===== src/rtl/pixel_cmd_pkg.sv =====
// pixel_cmd_pkg: character codes, colours, entry width and char-to-RGB decode for pixel_cmd_queue
package pixel_cmd_pkg;
  localparam int ENTRY_W = 28;
  localparam logic [7:0] CH_SPACE = 8'h20;
  localparam logic [7:0] CH_BAR   = 8'h7C;
  localparam logic [7:0] CH_DASH  = 8'h2D;
  localparam logic [7:0] CH_HEAD  = 8'h6F;
  localparam logic [7:0] CH_BODY  = 8'h2A;
  localparam logic [7:0] CH_FOOD  = 8'h23;
  localparam logic [7:0] CH_CLEAR = 8'h0C;
  localparam logic [11:0] RGB_BLACK = 12'h000;
  localparam logic [11:0] RGB_WHITE = 12'hFFF;
  localparam logic [11:0] RGB_SNAKE = 12'h0F7;
  localparam logic [11:0] RGB_FOOD  = 12'h00F;
  typedef enum logic {S_IDLE, S_CLEAR} state_t;
  function automatic logic [11:0] decode(input logic [7:0] c);
    return (c == CH_BAR  || c == CH_DASH) ? RGB_WHITE :
           (c == CH_HEAD || c == CH_BODY) ? RGB_SNAKE :
           (c == CH_FOOD)                 ? RGB_FOOD  : RGB_BLACK;
  endfunction
endpackage


===== src/rtl/pixel_cmd_queue_sync_fifo.sv =====
// sync_fifo: first-word fall-through FIFO with level-derived full/empty and sync active-low reset
module sync_fifo #(
  parameter int WIDTH = 28,
  parameter int DEPTH = 16
) (
  input  logic                       clk,
  input  logic                       rst_n,
  input  logic                       push,
  input  logic                       pop,
  input  logic [WIDTH-1:0]           wdata,
  output logic [WIDTH-1:0]           rdata,
  output logic                       full,
  output logic                       empty,
  output logic [$clog2(DEPTH):0]     level
);
  localparam int AW = $clog2(DEPTH);
  logic [WIDTH-1:0] mem_q [DEPTH];
  logic [AW-1:0] wr_q, wr_d, rd_q, rd_d;
  logic [AW:0] level_q, level_d;
  logic do_push, do_pop;
  assign full  = level_q == (AW+1)'(DEPTH);
  assign empty = level_q == '0;
  assign level = level_q;
  assign rdata = mem_q[rd_q];
  // pointer and occupancy update; a push into a full FIFO only succeeds alongside a pop
  always_comb begin
    do_pop  = pop && !empty;
    do_push = push && (!full || do_pop);
    wr_d    = do_push ? wr_q + AW'(1) : wr_q;
    rd_d    = do_pop ? rd_q + AW'(1) : rd_q;
    level_d = level_q + (AW+1)'(do_push) - (AW+1)'(do_pop);
  end
  // storage is not reset; only pointers and level are
  always_ff @(posedge clk) begin
    if (do_push) mem_q[wr_q] <= wdata;
  end
  // pointer and level registers
  always_ff @(posedge clk) begin
    if (!rst_n) begin
      wr_q    <= '0;
      rd_q    <= '0;
      level_q <= '0;
    end else begin
      wr_q    <= wr_d;
      rd_q    <= rd_d;
      level_q <= level_d;
    end
  end
endmodule


===== src/rtl/pixel_cmd_queue.sv =====
// pixel_cmd_queue: edge-detects CPU pixel commands, decodes colour, queues them to the framebuffer; CLEAR_SCREEN_EN adds a clear sweep on code 0x0C
module pixel_cmd_queue
  import pixel_cmd_pkg::*;
#(
  parameter int DEPTH = 16,
  parameter int COLS  = 240,
  parameter int ROWS  = 135
) (
  input  logic                    Clk,
  input  logic                    Rst,
  input  logic [31:0]             led_data,
  output logic                    pix_valid,
  input  logic                    pix_ready,
  output logic [10:0]             pix_x,
  output logic [10:0]             pix_y,
  output logic [11:0]             pix_rgb,
  output logic [$clog2(DEPTH):0]  level,
  output logic                    overflow,
  output logic [7:0]              drop_cnt
);
  logic [24:0] prev_q, prev_d;
  logic overflow_q, overflow_d;
  logic [7:0] drop_q, drop_d;
  logic cmd, is_clear, want_push, fifo_push, fifo_pop, drop, full, empty, clearing;
  logic [ENTRY_W-1:0] head;
  logic [10:0] sw_x, sw_y;
  logic unused_bits;
  assign unused_bits = ^led_data[31:25];
  assign cmd = led_data[24] && (led_data[24:0] != prev_q);
`ifdef CLEAR_SCREEN_EN
  state_t state_q, state_d;
  logic [10:0] cx_q, cx_d, cy_q, cy_d;
  assign is_clear = led_data[7:0] == CH_CLEAR;
  assign clearing = state_q == S_CLEAR;
  assign sw_x = cx_q;
  assign sw_y = cy_q;
  // sweep the whole screen raster-order, x fastest; a clear seen mid-sweep is simply not queued
  always_comb begin
    state_d = state_q;
    cx_d    = cx_q;
    cy_d    = cy_q;
    if (state_q == S_IDLE) begin
      if (cmd && is_clear) state_d = S_CLEAR;
    end else if (pix_ready) begin
      cx_d = (cx_q == 11'(COLS-1)) ? '0 : cx_q + 11'd1;
      if (cx_q == 11'(COLS-1)) begin
        cy_d    = (cy_q == 11'(ROWS-1)) ? '0 : cy_q + 11'd1;
        state_d = (cy_q == 11'(ROWS-1)) ? S_IDLE : S_CLEAR;
      end
    end
  end
  // clear FSM state and sweep counters
  always_ff @(posedge Clk) begin
    if (!Rst) begin
      state_q <= S_IDLE;
      cx_q    <= '0;
      cy_q    <= '0;
    end else begin
      state_q <= state_d;
      cx_q    <= cx_d;
      cy_q    <= cy_d;
    end
  end
`else
  assign is_clear = 1'b0;
  assign clearing = 1'b0;
  assign sw_x = '0;
  assign sw_y = '0;
`endif
  // queue handshake, drop accounting and output mux; the FIFO is frozen while a sweep owns the port
  always_comb begin
    want_push  = cmd && !is_clear;
    fifo_pop   = !empty && pix_ready && !clearing;
    fifo_push  = want_push && (!full || fifo_pop);
    drop       = want_push && full && !fifo_pop;
    prev_d     = led_data[24:0];
    overflow_d = overflow_q | drop;
    drop_d     = (drop && drop_q != 8'hFF) ? drop_q + 8'd1 : drop_q;
    pix_valid  = clearing || !empty;
    pix_x      = clearing ? sw_x : {3'b0, head[19:12]};
    pix_y      = clearing ? sw_y : {3'b0, head[27:20]};
    pix_rgb    = clearing ? RGB_BLACK : head[11:0];
  end
  // strobe history and sticky drop status
  always_ff @(posedge Clk) begin
    if (!Rst) begin
      prev_q     <= '0;
      overflow_q <= 1'b0;
      drop_q     <= '0;
    end else begin
      prev_q     <= prev_d;
      overflow_q <= overflow_d;
      drop_q     <= drop_d;
    end
  end
  assign overflow = overflow_q;
  assign drop_cnt = drop_q;
  sync_fifo #(.WIDTH(ENTRY_W), .DEPTH(DEPTH)) u_fifo (
    .clk   (Clk),
    .rst_n (Rst),
    .push  (fifo_push),
    .pop   (fifo_pop),
    .wdata ({led_data[23:16], led_data[15:8], decode(led_data[7:0])}),
    .rdata (head),
    .full  (full),
    .empty (empty),
    .level (level)
  );
endmodule


===== config.mk =====
export PLATFORM = sky130hd
export DESIGN_NAME = pixel_cmd_queue
export DESIGN_NICKNAME = d
export VERILOG_FILES = /design/src/rtl/pixel_cmd_pkg.sv /design/src/rtl/pixel_cmd_queue_sync_fifo.sv /design/src/rtl/pixel_cmd_queue.sv
export SDC_FILE = /design/constraint.sdc
export NUM_CORES = 1
export LEC_CHECK = 0
export ABC_AREA = 1
export BUFFER_PORTS_ARGS = -buffer_cell sky130_fd_sc_hd__buf_2
export CORE_MARGIN = 4
export CORE_UTILIZATION = 40
export CTS_CLUSTER_SIZE = 8
export DETAILED_ROUTE_END_ITERATION = 6
export PLACE_DENSITY = 0.53
export SYNTH_ARGS = -nofsm -noshare
export SYNTH_HDL_FRONTEND = slang
export SYNTH_SLANG_ARGS = --single-unit

===== constraint.sdc =====
create_clock -name Clk -period 2.8 [get_ports Clk]
set_clock_uncertainty 0.2 [all_clocks]
set_input_delay 0.28 -clock Clk [delete_from_list [all_inputs] [get_ports Clk]]
set_output_delay 0.28 -clock Clk [all_outputs]
set_load 0.005 [all_outputs]

Word level (Yosys, flattened, before mapping)
Memories as Yosys holds them, arrays and structs flattened. A register that Yosys moved wholly into a read port is not among the register bits.
Index checks and enable logic that the tools add are counted.
{"block": "classes", "n_addsub": 5, "n_eq_ne": 8, "muxes": 7, "n_bitwise": 1, "n_reduce_logical": 16}
{"operator": "$ne 25x25->1", "count": 1}
{"operator": "$eq 8x6->1 const B", "count": 3}
{"operator": "$mux 12", "count": 2}
{"operator": "$eq 8x7->1 const B", "count": 2}
{"operator": "$mux 4", "count": 3}
{"operator": "$add 4x1->4 const B", "count": 2}
{"operator": "$add 8x1->8 const B", "count": 1}
{"operator": "$logic_and 1x1->1", "count": 8}
{"operator": "$ne 8x8->1 const B", "count": 1}
{"operator": "$add 5x1->5", "count": 1}
{"operator": "$eq 5x5->1 const B", "count": 1}
{"operator": "$logic_not 5->1", "count": 1}
{"operator": "$sub 5x1->5", "count": 1}
{"operator": "$logic_or 1x1->1", "count": 4}
{"operator": "$logic_not 1->1", "count": 3}
{"operator": "$mux 1", "count": 2}
{"operator": "$or 1x1->1", "count": 1}
{"block": "word_totals", "reg_bits": 47, "ramBits": 448, "in_bits": 35, "output_inout_bits": 49, "wordCells": 44, "n_memories": 1}
{"name": "u_fifo.mem_q", "depth": 16, "width": 28, "read_ports": 1, "rd_clocked_by_memory_dff": 1, "write_ports": 1, "line_no": "pixel_cmd_queue_sync_fifo.sv:17", "rtl": "logic [WIDTH-1:0] mem_q [DEPTH];"}

Longest topological paths before layout
{"block": "logic_depth", "ltp_word": 8, "ltp_mapped": 16, "depth_no_buf": 16}

By module
Synthesis repeated with hierarchy kept, for this count alone.
{"block": "unflattened", "cells_unflattened": 2275, "area_unflattened_um2": 22142.5}
{"module": "sync_fifo", "instances": 1, "cells_each": 1938, "area_each_um2": 20119.3, "seq_area_each_um2": 13793.2}
{"module": "pixel_cmd_queue", "instances": 1, "cells_each": 337, "area_each_um2": 2023.2, "seq_area_each_um2": 680.7}

Least setup slack after synthesis
Ideal clock, no wire load.
{"block": "synth_path", "path_type": "reg2reg", "startpoint": "reg u_fifo.level_q[2] (netlist: u_fifo.level[2])", "endpoint": "mem u_fifo.mem_q[0][11], enable pin", "setup_ns": 0.397, "arrival_time_ns": 1.997, "required_ns": 2.203, "setup_slack_ns": 0.207, "path_stages_with_launch": 8, "period_less_slack_ns": 2.593, "cell_sequence": "dfxtp_1 > inv_1 > ha_1 > nand3_1 > nor3_4 > nor2_4 > nand2_1 > nor2_1"}
{"block": "synth_via", "elab_chain_cells": 8, "word_cells_on_any_way": 12}
{"element": "start, declared", "line_no": "pixel_cmd_queue_sync_fifo.sv:19", "rtl": "logic [AW:0] level_q, level_d;"}
{"element": "start signal, assigned", "line_no": "pixel_cmd_queue_sync_fifo.sv:46", "rtl": "level_q <= level_d;"}
{"element": "$logic_not 5->1", "line_no": "pixel_cmd_queue_sync_fifo.sv:22", "rtl": "assign empty = level_q == '0;"}
{"element": "$logic_not 1->1", "line_no": "pixel_cmd_queue_sync_fifo.sv:27, pixel_cmd_queue.sv:73"}
{"element": "$logic_and 1x1->1", "line_no": "pixel_cmd_queue.sv:73", "rtl": "fifo_pop = !empty && pix_ready && !clearing;"}
{"element": "$logic_or 1x1->1 or $logic_and 1x1->1 (tied branches)", "line_no": "pixel_cmd_queue.sv:74, pixel_cmd_queue_sync_fifo.sv:27"}
{"element": "$logic_and 1x1->1 or $logic_or 1x1->1 (tied branches)", "line_no": "pixel_cmd_queue.sv:74, pixel_cmd_queue_sync_fifo.sv:28"}
{"element": "$logic_and 1x1->1 (*)", "line_no": "pixel_cmd_queue_sync_fifo.sv:28", "rtl": "do_push = push && (!full || do_pop);"}
{"element": "named net u_fifo.do_push", "line_no": "pixel_cmd_queue_sync_fifo.sv:20", "rtl": "logic do_push, do_pop;"}
{"element": "$mux 1 (*)", "line_no": "pixel_cmd_queue_sync_fifo.sv:35", "rtl": "if (do_push) mem_q[wr_q] <= wdata;"}
{"element": "$mux 1 (not written as such) (*)", "line_no": "pixel_cmd_queue_sync_fifo.sv:35"}
{"element": "end, declared", "line_no": "pixel_cmd_queue_sync_fifo.sv:17"}
The timed path passes the listed nets; every way through them passes the cells marked *.

==> results.sh <==
export IMPL_dieWidth_microns=205.0
export IMPL_crit_path_end_kind="output pin"
export IMPL_ys_seq_area_frac=0.6844
export IMPL_synth_ff_type="edfxtp_1"
export IMPL_vdd_drop_max_mv=0.4568
export IMPL_num_vias=9919
export IMPL_path_clk_slew_ps=50
export IMPL_p_int_mw=10.99
export IMPL_final_util=0.5006
export IMPL_cts_tree="done"
export IMPL_synth_fa_ha_area_frac=0.01096
export IMPL_synthArstFlopShare=0
export IMPL_place_hpwl_mm=21.97
export IMPL_critPathRequiredTime_ps=2320
export IMPL_reg2reg_slack_ps=230
export IMPL_die_height_microns=205.0
export IMPL_clkPwrFrac=0.386
export IMPL_tightest_slew_ps=544.6
export IMPL_r2r_start="u_fifo.level[2]$_SDFF_PN0_"
export IMPL_final_seq_area_sq_mm=0.01064
export IMPL_multi_input_area_sq_mm=0.003882
export IMPL_grt_total_usage=0.1860
export IMPL_power_density_mw_per_mm2=796.6
export IMPL_gp_routability_congestion=0.7781
export IMPL_grt_pass1_wl_mm=58.75
export IMPL_coreArea_sq_mm=0.03802
export IMPL_hold_violations=0
export IMPL_final_cell_mix="edfxtp_1 (320), inv_1 (167), nand2_1 (133)"
export IMPL_status="finished clean"
export IMPL_grt_pass1_vias=9742
export IMPL_dp_cells=1840
export IMPL_reg2reg_depth=14
export IMPL_muxShareOfSynthArea=0.05156
export IMPL_setup_viol=0
export IMPL_startpoint_type="flop"
export IMPL_period_share=0.9652
export IMPL_nNetsFinal=1471
export IMPL_preCtsSetupSlack_ps=1.644
export IMPL_p_comb_frac=0.202
export IMPL_worst_setup_path_type="flop to output pin"
export IMPL_ys_ff_latch=371
export IMPL_synth_edf_count=320
export IMPL_critical_path_max_fanout=40
export IMPL_drc=0
export IMPL_synth_compound_area_share=0.1066
export IMPL_r2r_end="u_fifo.level[4]$_SDFF_PN0_"
export IMPL_fill_cells=3417
export IMPL_htree_levels=2
export IMPL_drt_iter0_drc=685
export IMPL_final_common_cell="edfxtp_1"
export IMPL_die_area_sq_mm=0.04204
export IMPL_cts_buffers=52
export IMPL_synth_avg_cell_area_sq_um=12.37
export IMPL_clockRootBuffer="clkbuf_16"
export IMPL_holdPathEnd="prev_q[6]$_SDFF_PN0_"
export IMPL_worstHoldStart="led_data[6]"
export IMPL_rows=71
export IMPL_synth_xor_area_frac=0.006767
export IMPL_start_util=0.4085
export IMPL_clk_latency_ps=580
export IMPL_hp_class="input port to flop"
export IMPL_final_max_slew_viol_count=0
export IMPL_syn_to_final_growth_pct=22.56
export IMPL_leakage_nw=7.206
export IMPL_crit_arrival_ps=2220
export IMPL_synth_area_sq_mm=0.01553
export IMPL_hold_depth=4
export IMPL_viasPerCell=5.022
export IMPL_pwr_share_seq=0.413
export IMPL_drt_wirelength_per_cell_microns=20.34
export IMPL_ios=84
export IMPL_synthCells=1256
export IMPL_stdcell_count=1975
export IMPL_diodes=0
export IMPL_ant_nets=0
export IMPL_slew_headroom=0.6359
export IMPL_wirelength_mm=40.18
export IMPL_swShare=0.2751
export IMPL_io_buffers=70
export IMPL_clk_path_buf_depth=3
export IMPL_synth_simple_area_share=0.06896
export IMPL_min_period_ps=2702
export IMPL_fmax_mhz=370.0
export IMPL_synth_top_family_by_area="compound AO/OA/AOI/OAI gates"
export IMPL_power_switching_mw=4.171
export IMPL_drv_cap=0
export IMPL_grt_max_degree=81
export IMPL_yosysUniqueCellTypes=38
export IMPL_drive_gt1_frac=0.1673
export IMPL_dr_pass1_iters=5
export IMPL_antenna_found_initial=0
export IMPL_ys_warnings_count=0
export IMPL_cts_sinks=371
export IMPL_worst_slack_ps=97.56
export IMPL_overflow=0
## power by group through the flow
| stage | combinational (mW) | sequential (mW) | clock (mW) |
|---|---|---|---|
| floorplan | 1.91 | 6.33 | 0 |
| detailed placement | 2.79 | 6.40 | 0 |
| global route | 3.40 | 6.26 | 6.24 |
| finish | 3.06 | 6.26 | 5.85 |
| global placement | 2.75 | 6.39 | 0 |
| CTS | 2.95 | 6.24 | 5.97 |
## layout make-up
type | count | area share
inverters | 170 | 0.03352
well taps | 511 | 0.03359
clock buffers | 91 | 0.07605
multi-input cells | 645 | 0.2040
clock inverters | 4 | 0.003944
repair buffers | 183 | 0.09012
flip-flops and latches | 371 | 0.5588
## sequential cells by signal (all words and copies together) (netlist names), named ones only
| signal | cells |
|---|---|
| drop_cnt | 8 |
| overflow | 1 |
| prev_q | 25 |
| u_fifo.level | 5 |
| u_fifo.mem_q | 320 |
| u_fifo.rd_q | 4 |
| u_fifo.wr_q | 4 |
## per-stage QoR
stage | hold WS, ps | TNS (ps) | total power, mW | instance area [sq um]
detailed placement | 255.7 | 0 | 9.182 | 17020
global placement | 250.0 | -1.063 | 9.137 | 17020
CTS | 227.4 | 0 | 15.16 | 18920
floorplan | 173.5 | 0 | 8.236 | 15550
finish | 257.3 | 0 | 15.16 | 19030
global route | 286.2 | -4.875 | 15.91 | 19030
## cells by family (layout without fill, tap and decap cells)
kind of cell,after synthesis,after routing
DFF,371,371
AOI/OAI and AO/OA,287,287
and+or+nand+nor,247,247
buffers and inverters,245,448
muxes,80,80
adders and majority gates,13,13
xor gates and xnor gates,12,12
other,1,6
## how the worst max path moves through the flow
stage | cells after the start | start | endpoint
floorplan | 7 | u_fifo.level[2]$_SDFF_PN0_ | u_fifo.mem_q[0][11]$_DFFE_PP_
global placement | 17 | led_data[8] | u_fifo.level[4]$_SDFF_PN0_
detailed placement | 17 | led_data[8] | u_fifo.level[4]$_SDFF_PN0_
CTS | 18 | led_data[8] | u_fifo.level[4]$_SDFF_PN0_
global route | 14 | u_fifo.level[2]$_SDFF_PN0_ | u_fifo.level[4]$_SDFF_PN0_
finish | 6 | flop | pix_rgb[8]
## what timing repair did
item,CTS,global route
hold endpoints to repair,242,0
resized for setup,0,9
pin swaps,0,0
cloned,0,3
hold buffers,32,0
endpoints found under the setup margin,18,9
setup buffers,5,0
## Yosys cell counts, types with 2 or more instances
cell	count	area [sq um]
edfxtp_1	320	9609
inv_1	167	626.9
nand2_1	135	506.7
o21ai_0	99	495.5
a21oi_1	97	485.5
mux2i_1	80	800.8
o211ai_1	80	600.6
dfxtp_1	51	1021
nor2_1	50	187.7
nand3_1	40	200.2
clkbuf_1	34	127.6
buf_4	18	135.1
ha_1	12	150.1
buf_6	10	112.6
nand4_1	9	56.30
buf_2	8	40.04
xnor2_1	6	52.55
xor2_1	6	52.55
o21ai_1	4	20.02
buf_1	3	11.26
a211oi_1	2	15.01
a21oi_2	2	17.52
buf_8	2	30.03
inv_2	2	7.510
nand3_2	2	20.02
nor2_2	2	12.51
nor2_4	2	22.52
nor3_1	2	10.01
o21a_1	2	15.01
## layer usage
layer,share of wire,wire [microns],global-route usage
met1,0.45,18010,0.2593
met2,0.48,19110,0.3029
met3,0.053,2124,0.02834
met4,0.023,936,0.05670
met5,0,0,0
## worst max-delay path, cell delays in order, from the launching register on
cell and delay (ps):
dfxtp_2 500, inv_2 170, buf_16 230, o211ai_1 220
nand3_1 170, nand2_2 190, buf_2 140
Power figures use the tool's default switching activity.
